==> config.mk <==
export PLATFORM = sky130hd
export DESIGN_NAME = imem_loader
export DESIGN_NICKNAME = d
export VERILOG_FILES = /design/src/rtl/imem_loader.sv
export SDC_FILE = /design/constraint.sdc
export NUM_CORES = 1
export LEC_CHECK = 0
export CAP_MARGIN = 5
export CORE_MARGIN = 2
export CORE_UTILIZATION = 64
export CTS_CLUSTER_SIZE = 40
export DETAILED_ROUTE_END_ITERATION = 7
export GPL_TIMING_DRIVEN = 0
export HOLD_SLACK_MARGIN = 0.12
export PLACE_DENSITY_LB_ADDON = 0.25
export SLEW_MARGIN = 25
export SYNTH_ARGS = -nofsm -noshare
export SYNTH_HDL_FRONTEND = slang
export SYNTH_SLANG_ARGS = --single-unit
==> constraint.sdc <==
create_clock -name clk -period 10.9 [get_ports clk]
set_input_delay 2.18 -clock clk [delete_from_list [all_inputs] [get_ports clk]]
set_output_delay 2.18 -clock clk [all_outputs]
set_load 0.02 [all_outputs]
==> src/rtl/imem_loader.sv <==
// imem_loader: writable instruction memory for the td4 core with a byte-stream loader
// that holds the core in reset while a new program is written from address 0.
module imem_loader #(
  parameter int            AW   = 4,
  parameter int            DW   = 8,
  parameter logic [DW-1:0] INIT = '0
) (
  input  logic          clk,
  input  logic          rst,
  input  logic          i_ld_start,
  input  logic          i_ld_run,
  input  logic          i_ld_valid,
  input  logic [DW-1:0] i_ld_data,
  output logic          o_ld_ready,
  output logic          o_ld_done,
  output logic [DW-1:0] o_ld_sum,
  output logic          o_cpu_rst,
  input  logic [AW-1:0] i_addr,
  output logic [DW-1:0] o_data
);
  typedef enum logic [1:0] {IDLE, LOAD, RELEASE, RUN} state_t;
  state_t        r_state, w_next;
  logic [DW-1:0] r_mem [2**AW];
  logic [AW-1:0] r_wptr;
  logic [DW-1:0] r_sum;
  logic          r_done, r_from_load;
  logic          w_acc, w_last;
  // a restart on the same edge wins over a byte being offered
  assign w_acc    = r_state == LOAD && i_ld_valid && !i_ld_start;
  assign w_last   = w_acc && &r_wptr;
  assign o_data   = r_mem[i_addr];
  assign o_ld_sum = r_sum;
  assign o_ld_done = r_done;
  always_ff @(posedge clk or posedge rst)
    if (rst) r_state <= IDLE;
    else     r_state <= w_next;
  always_comb begin
    w_next = r_state;
    if (i_ld_start)                         w_next = LOAD;
    else if (r_state == IDLE && i_ld_run)   w_next = RELEASE;
    else if (w_last)                        w_next = RELEASE;
    else if (r_state == RELEASE)            w_next = RUN;
  end
  always_comb begin
    o_cpu_rst  = r_state != RUN;
    o_ld_ready = r_state == LOAD;
  end
  always_ff @(posedge clk or posedge rst)
    if (rst) begin
      r_wptr      <= '0;
      r_sum       <= '0;
      r_done      <= 1'b0;
      r_from_load <= 1'b0;
      for (int i = 0; i < 2**AW; i++) r_mem[i] <= INIT;
    end else begin
      if (i_ld_start) begin
        r_wptr      <= '0;
        r_sum       <= '0;
        r_done      <= 1'b0;
        r_from_load <= 1'b0;
      end else if (w_acc) begin
        r_mem[r_wptr] <= i_ld_data;
        r_sum         <= r_sum ^ i_ld_data;
        r_wptr        <= r_wptr + 1'b1;
        if (w_last) r_from_load <= 1'b1;
      end else if (r_state == RELEASE && r_from_load) begin
        r_done <= 1'b1;
      end
    end
endmodule
==> results of run 1 <==
kinds of logic (layout without fill, tap and decap cells):
logic type,after synthesis,after routing
adder cells (fa/ha/maj),4,4
buffers and inverters,34,100
AO/OA/AOI/OAI,22,22
XOR/XNOR,10,10
AND/OR/NAND/NOR,61,61
flip-flops,144,144
multiplexers,161,161
cell usage after synthesis, types with 2 or more instances:
library cell  instances
clkbuf_1             15
buf_4                 3
mux2_2              126
nor2_1               16
nand4b_1              9
buf_2                 5
nor2b_1               2
nor3_4                3
inv_1                 8
mux4_2               32
nand2_1               9
a21o_1                2
nand3_1               5
nand3b_1              2
ha_1                  4
xor2_1                9
buf_1                 2
mux2_1                2
dfrtp_1             144
nor3b_2               2
nand3_2               8
a22oi_1              16
cells in the final DEF, fill, tap and decap left out, types with 4 or more instances in the layout:
master and count:
clkdlybuf4s50_1 33, nand2_1 9, a22oi_1 16, clkbuf_16 16, nand4b_1 9, buf_2 5, mux4_2 32, nand3_1 5
clkbuf_1 15, inv_6 5, xor2_1 9, nor2_1 16, nand3_2 8, dfrtp_1 144, mux2_2 126, ha_1 4
inv_1 7
final timing paths:
kind                            depth (start not counted)                     end
worst max-delay path                                    6               o_data[4]
worst min-delay path                                    1  r_mem[121]$_DFFE_PP0P_
worst max register to register                          3   r_mem[16]$_DFFE_PP0P_
worst min register to register                          1  r_mem[121]$_DFFE_PP0P_
max in group asynchronous                               3  r_mem[100]$_DFFE_PP0P_
min in group asynchronous                               2   r_mem[86]$_DFFE_PP0P_
per-stage QoR:
| step | total power (µW) | cell area [µm²] | instances | worst slack, ns |
|---|---|---|---|---|
| 3_3_place_gp | 746 | 7130 | 605 | 3.27 |
| 2_1_floorplan | 707 | 6630 | 436 | 4.85 |
| 6_report | 1350 | 7790 | 638 | 3.97 |
| 3_5_place_dp | 757 | 7170 | 606 | 4.03 |
| 5_1_grt | 1390 | 7790 | 638 | 3.90 |
| 4_1_cts | 1350 | 7790 | 638 | 3.99 |
layout make-up:
| cell class | instances | share of cell area (%) |
|---|---|---|
| clock buffers | 19 | 5.67 |
| flip-flops and latches | 144 | 46.3 |
| plain buffers | 26 | 1.49 |
| multi-input cells | 258 | 37.0 |
| repair buffers | 34 | 4.60 |
| clock inverters | 13 | 2.25 |
| well taps | 136 | 2.19 |
| inverters | 8 | 0.482 |
power breakdown:
group	switching (µW)	internal (µW)	total [µW]	leakage, µW
Combinational	69.2	76.7	146	0.00143
Sequential	24.5	579	604	0.00195
Clock	235	366	601	0.000296
per-layer routing:
layer / GRT usage (%) / routed length [µm]
met2: 44.7 / 7160
met4: 9.02 / 302
met3: 5.75 / 765
met1: 37.3 / 6000
met5: 0 / 0
state kept, by name, summed over array words and instances, names as in the netlist:
name         flops
r_from_load      1
r_mem          128
o_ld_sum         8
r_state          2
r_wptr           4
o_ld_done        1
==> summary.txt, run 1 <==
Routing
  • Vias post-DR: 4033
  • Drt pass-1 iters: 5
  • DRT Wirelength: 14200 µm
  • Initial drt markers: 248
  • Post-DRT Antenna Nets: 0
  • Vias/cell: 6.32
  • WL/cell: 22.3 µm
  • DRC viols: 0

Cells and area
  • Area growth syn-to-layout: 17.4%
  • ANT cells: 0
  • Area occupied by multi-input gates: 0.00288 mm²
  • Sequential cell area: 0.00360 mm²
  • Layout cells sized above 1: 42.8%
  • Filler cells: 601
  • Nets@finish: 510
  • Final core utilization: 76.4%

Clock network
  • CTS resizes: 0
  • Sink Count: 144
  • Post-CTS setup buffers: 0
  • Htree depth: 4
  • Inserted Clock Buffers: 17
  • Clock Latency Late Sink: 0.52 ns
  • CTS tree: yes
  • Register clock-pin slew on the reported worst setup and hold paths: 0.06 ns
  • Hold buffers post-CTS: 0
  • Root Buffer: clkbuf_8
  • CTS max path bufs: 2

Yosys
  • Synth top area cells: dfrtp_1, mux2_2, mux4_2
  • Ys Warns: 0
  • Cells after synthesis: 436
  • Syn_nets: 457
  • Post-Syn Area: 0.00663 mm²
  • Distinct cells, synth: 34
  • Yosys reg bits: 144
  • Post-synth EDFFs: 0
  • Main combinational cell family by area after synthesis: multiplexers
  • Synth Area in XOR/XNOR: 1.32%
  • Multiplexer area fraction after synthesis: 32.7%
  • FFs w/ async S/R, synth: 100%
  • Most used DFF post-synth: dfrtp_1
  • Synth Area in Compound Gates: 2.40%
  • Synth area leader: dfrtp_1
  • Share of the synthesized area in the top cell type: 54.3%
  • Mean Syn Cell Area: 15.2 µm²
  • Post-synthesis adder-cell area fraction: 0.754%
  • Sequential area share after synthesis: 54.3%
  • Synthesized-area fraction occupied by and/or/nand/nor cells: 6.26%

Pwr
  • Leak Pwr: 0.00367 µW
  • Worst ir drop on vdd: 0.111 mV
  • Pwr/cell area: 173 mW/mm²

Outcome
  • Outcome: completed

Timing
  • Final Hold Fails: 0
  • Slew HR: 45.4%
  • Setup Skew: 0.0103 ns
  • Worst-Margin Slew: 0.819 ns
  • Worst Hold Slack: 0.492 ns
  • Unrepaired setup endpoints after global routing: no
  • Final setup vio count: 0
  • Final period util: 63.6%
  • Final slew viol count: 0
  • Final setup TNS: 0 ns
  • Final Critical Period: 6.93 ns
  • Fmax: 144 MHz

Placement
  • Dpl hpwl: 9460 µm
  • Port bufs: 33
  • Final Wtd Congestion: 0.838

Die
  • Core Area: 0.0102 mm²
  • Boundary pin count: 36
  • Die height: 106 µm
  • Die Span X: 106 µm
  • Full die area: 0.0112 mm²
  • Std cell rows: 37
  • Starting density of the core: 65.1%

Global route
  • First-pass GRT wire length: 22900 µm
  • Initial antenna violation count: 0
  • Largest net degree at the start of global routing: 105
  • Total track usage: 27.4%
  • Grt ovf: 0
  • Vias in the first global route: 4181

Critical path
  • Crit path kind: input pin to output port
  • Slowest stage cell, crit path: clkbuf_1
  • Worst r2r src: r_state[1]$_DFFE_PP0P_
  • CP bufs+invs: 3
  • CP endpoint kind: output port
  • Critical path launch point type: input pin
  • Crit-path leading delay family: buffers and inverters
  • Crit path DAT: 4.75 ns
  • Critical path's most frequent cell: clkdlybuf4s50_1
  • Crit path launch: i_addr[1]
  • Critical Path RT: 8.72 ns
  • Crit path largest cell delay: 0.66 ns
  • R2R Setup Slk: 8.97 ns
  • CP Max Fanout: 10
  • Critical-path cell list: clkdlybuf4s50_1, clkbuf_1, mux4_2, a22oi_1, nand2_1, clkdlybuf4s50_1

Hold path
  • Hold wc startpoint: r_mem[121]$_DFFE_PP0P_
  • Hold WC Path Type: flip-flop to flip-flop

Run
  • Max cap viols: 0
No activity file was read; power rests on OpenSTA's default activity.
==> inputs of run 2 (changes only) <==
--- a/config.mk
+++ b/config.mk
@@ -7,7 +7,7 @@
 export LEC_CHECK = 0
 export CAP_MARGIN = 5
 export CORE_MARGIN = 2
-export CORE_UTILIZATION = 64
+export CORE_UTILIZATION = 60
 export CTS_CLUSTER_SIZE = 40
 export DETAILED_ROUTE_END_ITERATION = 7
 export GPL_TIMING_DRIVEN = 0
==> constraint.sdc (replaced) <==
create_clock -name clk -period 6.6 [get_ports clk]
set_input_delay 1.32 -clock clk [delete_from_list [all_inputs] [get_ports clk]]
set_output_delay 1.32 -clock clk [all_outputs]
set_load 0.02 [all_outputs]
==> run 2 against run 1 <==
Net effect:
- worst hold slack got worse by 0.0082 ns
- non-clock buffer count unchanged
- final cell count increased by 0.63%
- total power increased by 55%
- utilization decreased by 5.1 points
- first-iteration DRC count increased by 22%
- sequential share of layout area increased by 0.53 points
- highest routed layer unchanged
==> summary.txt, run 2 (synthesis results as in run 1) <==
Outcome
  • Outcome: completed

Critical path
  • Crit-path leading delay family: buffers and inverters
  • CP Max Fanout: 10 (unchanged)
  • Critical-path cell list: clkdlybuf4s50_1, clkbuf_1, mux4_2, a22oi_1, nand2_1, clkdlybuf4s50_1
  • CP bufs+invs: 3 (unchanged)
  • CP endpoint kind: output port
  • Slowest stage cell, crit path: clkdlybuf4s50_1
  • Crit path kind: input pin to output port
  • Crit path DAT: 3.82 ns (-0.93 ns)
  • Crit path largest cell delay: 0.59 ns (-0.07 ns)
  • Critical path's most frequent cell: clkdlybuf4s50_1
  • Critical path launch point type: input pin
  • Critical Path RT: 5.28 ns (-3.44 ns)
  • R2R Setup Slk: 4.65 ns (-4.32 ns)

Clock network
  • Sink Count: 144 (unchanged)
  • Root Buffer: clkbuf_8
  • CTS tree: yes
  • CTS resizes: 0 (unchanged)
  • Clock Latency Late Sink: 0.53 ns (about the same)
  • Register clock-pin slew on the reported worst setup and hold paths: 0.06 ns (about the same)
  • Inserted Clock Buffers: 17 (unchanged)
  • Hold buffers post-CTS: 0 (unchanged)
  • CTS max path bufs: 2 (unchanged)
  • Post-CTS setup buffers: 0 (unchanged)
  • Htree depth: 4 (unchanged)

Run
  • Max cap viols: 0 (unchanged)

Pwr
  • Pwr/cell area: 272 mW/mm² (+57%)
  • Worst ir drop on vdd: 0.365 mV (+230%)
  • Leak Pwr: 0.00364 µW (-0.90%)

Timing
  • Final period util: 77.9%
  • Slew HR: 50.0% (+4.7 points)
  • Unrepaired setup endpoints after global routing: no
  • Fmax: 195 MHz
  • Final setup vio count: 0 (unchanged)
  • Worst-Margin Slew: 0.749 ns (-0.0700 ns)
  • Final Critical Period: 5.14 ns
  • Setup Skew: 0.00550 ns (-0.00482 ns)
  • Final slew viol count: 0 (unchanged)
  • Final Hold Fails: 0 (unchanged)
  • Fin worst setup slack: 1.46 ns (-2.50 ns)

Cells and area
  • Top reg by flops: r_mem
  • Layout cells sized above 1: 41.6% (-1.2 points)
  • Most common cell after layout, fill and taps aside: dfrtp_1
  • Area growth syn-to-layout: 16.1%
  • Most frequent cells in the layout: dfrtp_1, mux2_2, clkdlybuf4s50_1
  • Post-route cell area: 0.00770 mm² (-1.1%)
  • Max reg flops: 128 (unchanged)
  • Nets@finish: 510 (unchanged)
  • Filler cells: 688 (+14%)
  • ANT cells: 0 (unchanged)

Global route
  • Total track usage: 26.6% (-0.79 points)
  • Largest net degree at the start of global routing: 93 (-11%)
  • Initial antenna violation count: 0 (unchanged)
  • First-pass GRT wire length: 22700 µm (-0.57%)
  • Vias in the first global route: 4169 (-0.29%)
  • Grt ovf: 0 (unchanged)

Routing
  • Initial drt markers: 303 (+22%)
  • DRT Wirelength: 14000 µm (-1.3%)
  • Drt pass-1 iters: 4 (-1)
  • DRC viols: 0 (unchanged)
  • Vias post-DR: 3932 (-2.5%)
  • Post-DRT Antenna Nets: 0 (unchanged)
  • WL/cell: 21.9 µm (-1.9%)
  • Vias/cell: 6.12 (-3.1%)

Placement
  • Final Wtd Congestion: 0.795 (-5.2%)
  • Placed cell areas: 0.00717 mm² (about the same)
  • Port bufs: 33 (unchanged)
  • Dpl hpwl: 9510 µm (+0.53%)
  • Pre-CTS setup slack: 1.47 ns (-2.57 ns)

Die
  • Die height: 109 µm (+3.2%)
  • Die Span X: 109 µm (+3.2%)
  • Core Area: 0.0108 mm² (+6.0%)
  • Full die area: 0.0119 mm² (+6.4%)
  • Boundary pin count: 36 (unchanged)
  • Starting density of the core: 61.5% (-3.7 points)
  • Std cell rows: 38 (+2.7%)

Hold path
  • Hold WC Path Type: flip-flop to flip-flop
run 2: changes by cell type in the layout (fill, tap and decap cells not counted), sizes merged:
cell	previous run	this run
bufinv	3	1
clkbuf	35	41
clkinv	3	6
inv	13	8
clkinvlp	2	0
run 2: final cells by class:
class                      instances  area, µm²  area share (%)
multi-input combinational        258       2880            37.5
sequential                       144       3600            46.8
buffer                            26        116            1.51
inverter                           8       37.5           0.488
clock inverter                     7       60.1           0.780
tap                              140        175            2.28
clock buffer                      25        464            6.03
timing repair buffer              34        358            4.65
run 2: layer usage:
layer	vias to the layer above	global-route usage [%]	share of wire [%]
li1	1728	-	-
met1	2101	36.3	44
met2	84	42.2	50
met3	19	6.93	4.0
met4	0	8.52	1.7
met5	-	0	0
run 2: report_power, final:
| group | leakage [µW] | internal (µW) | switching [µW] |
|---|---|---|---|
| logic | 0.00143 | 127 | 113 |
| clock network | 0.000263 | 516 | 344 |
| registers | 0.00195 | 957 | 38.1 |
run 2: stage by stage:
step | std cells | util [%] | setup TNS [ns] | total power (µW) | hold WS, ns
floorplan | 436 | - | 0 | 1170 | 0.454
global placement | 609 | 66.1 | -41.35 | 1230 | 0.468
detailed placement | 610 | 66.5 | 0 | 1250 | 0.478
CTS | 642 | 71.3 | 0 | 2110 | 0.492
global route | 642 | 71.3 | 0 | 2180 | 0.504
finish | 642 | 71.3 | 0 | 2090 | 0.484
run 2: path summary, 6_finish.rpt:
path,from,end,cells after the start
max in group asynchronous,rst,r_mem[57]$_DFFE_PP0P_,3
worst max register to register,r_state[1]$_DFFE_PP0P_,r_mem[18]$_DFFE_PP0P_,3
worst max-delay path,i_addr[1],o_data[2],6
min in group asynchronous,rst,r_mem[62]$_DFFE_PP0P_,2
worst min-delay path,r_from_load$_DFFE_PP0P_,r_from_load$_DFFE_PP0P_,1
worst min register to register,r_from_load$_DFFE_PP0P_,r_from_load$_DFFE_PP0P_,1
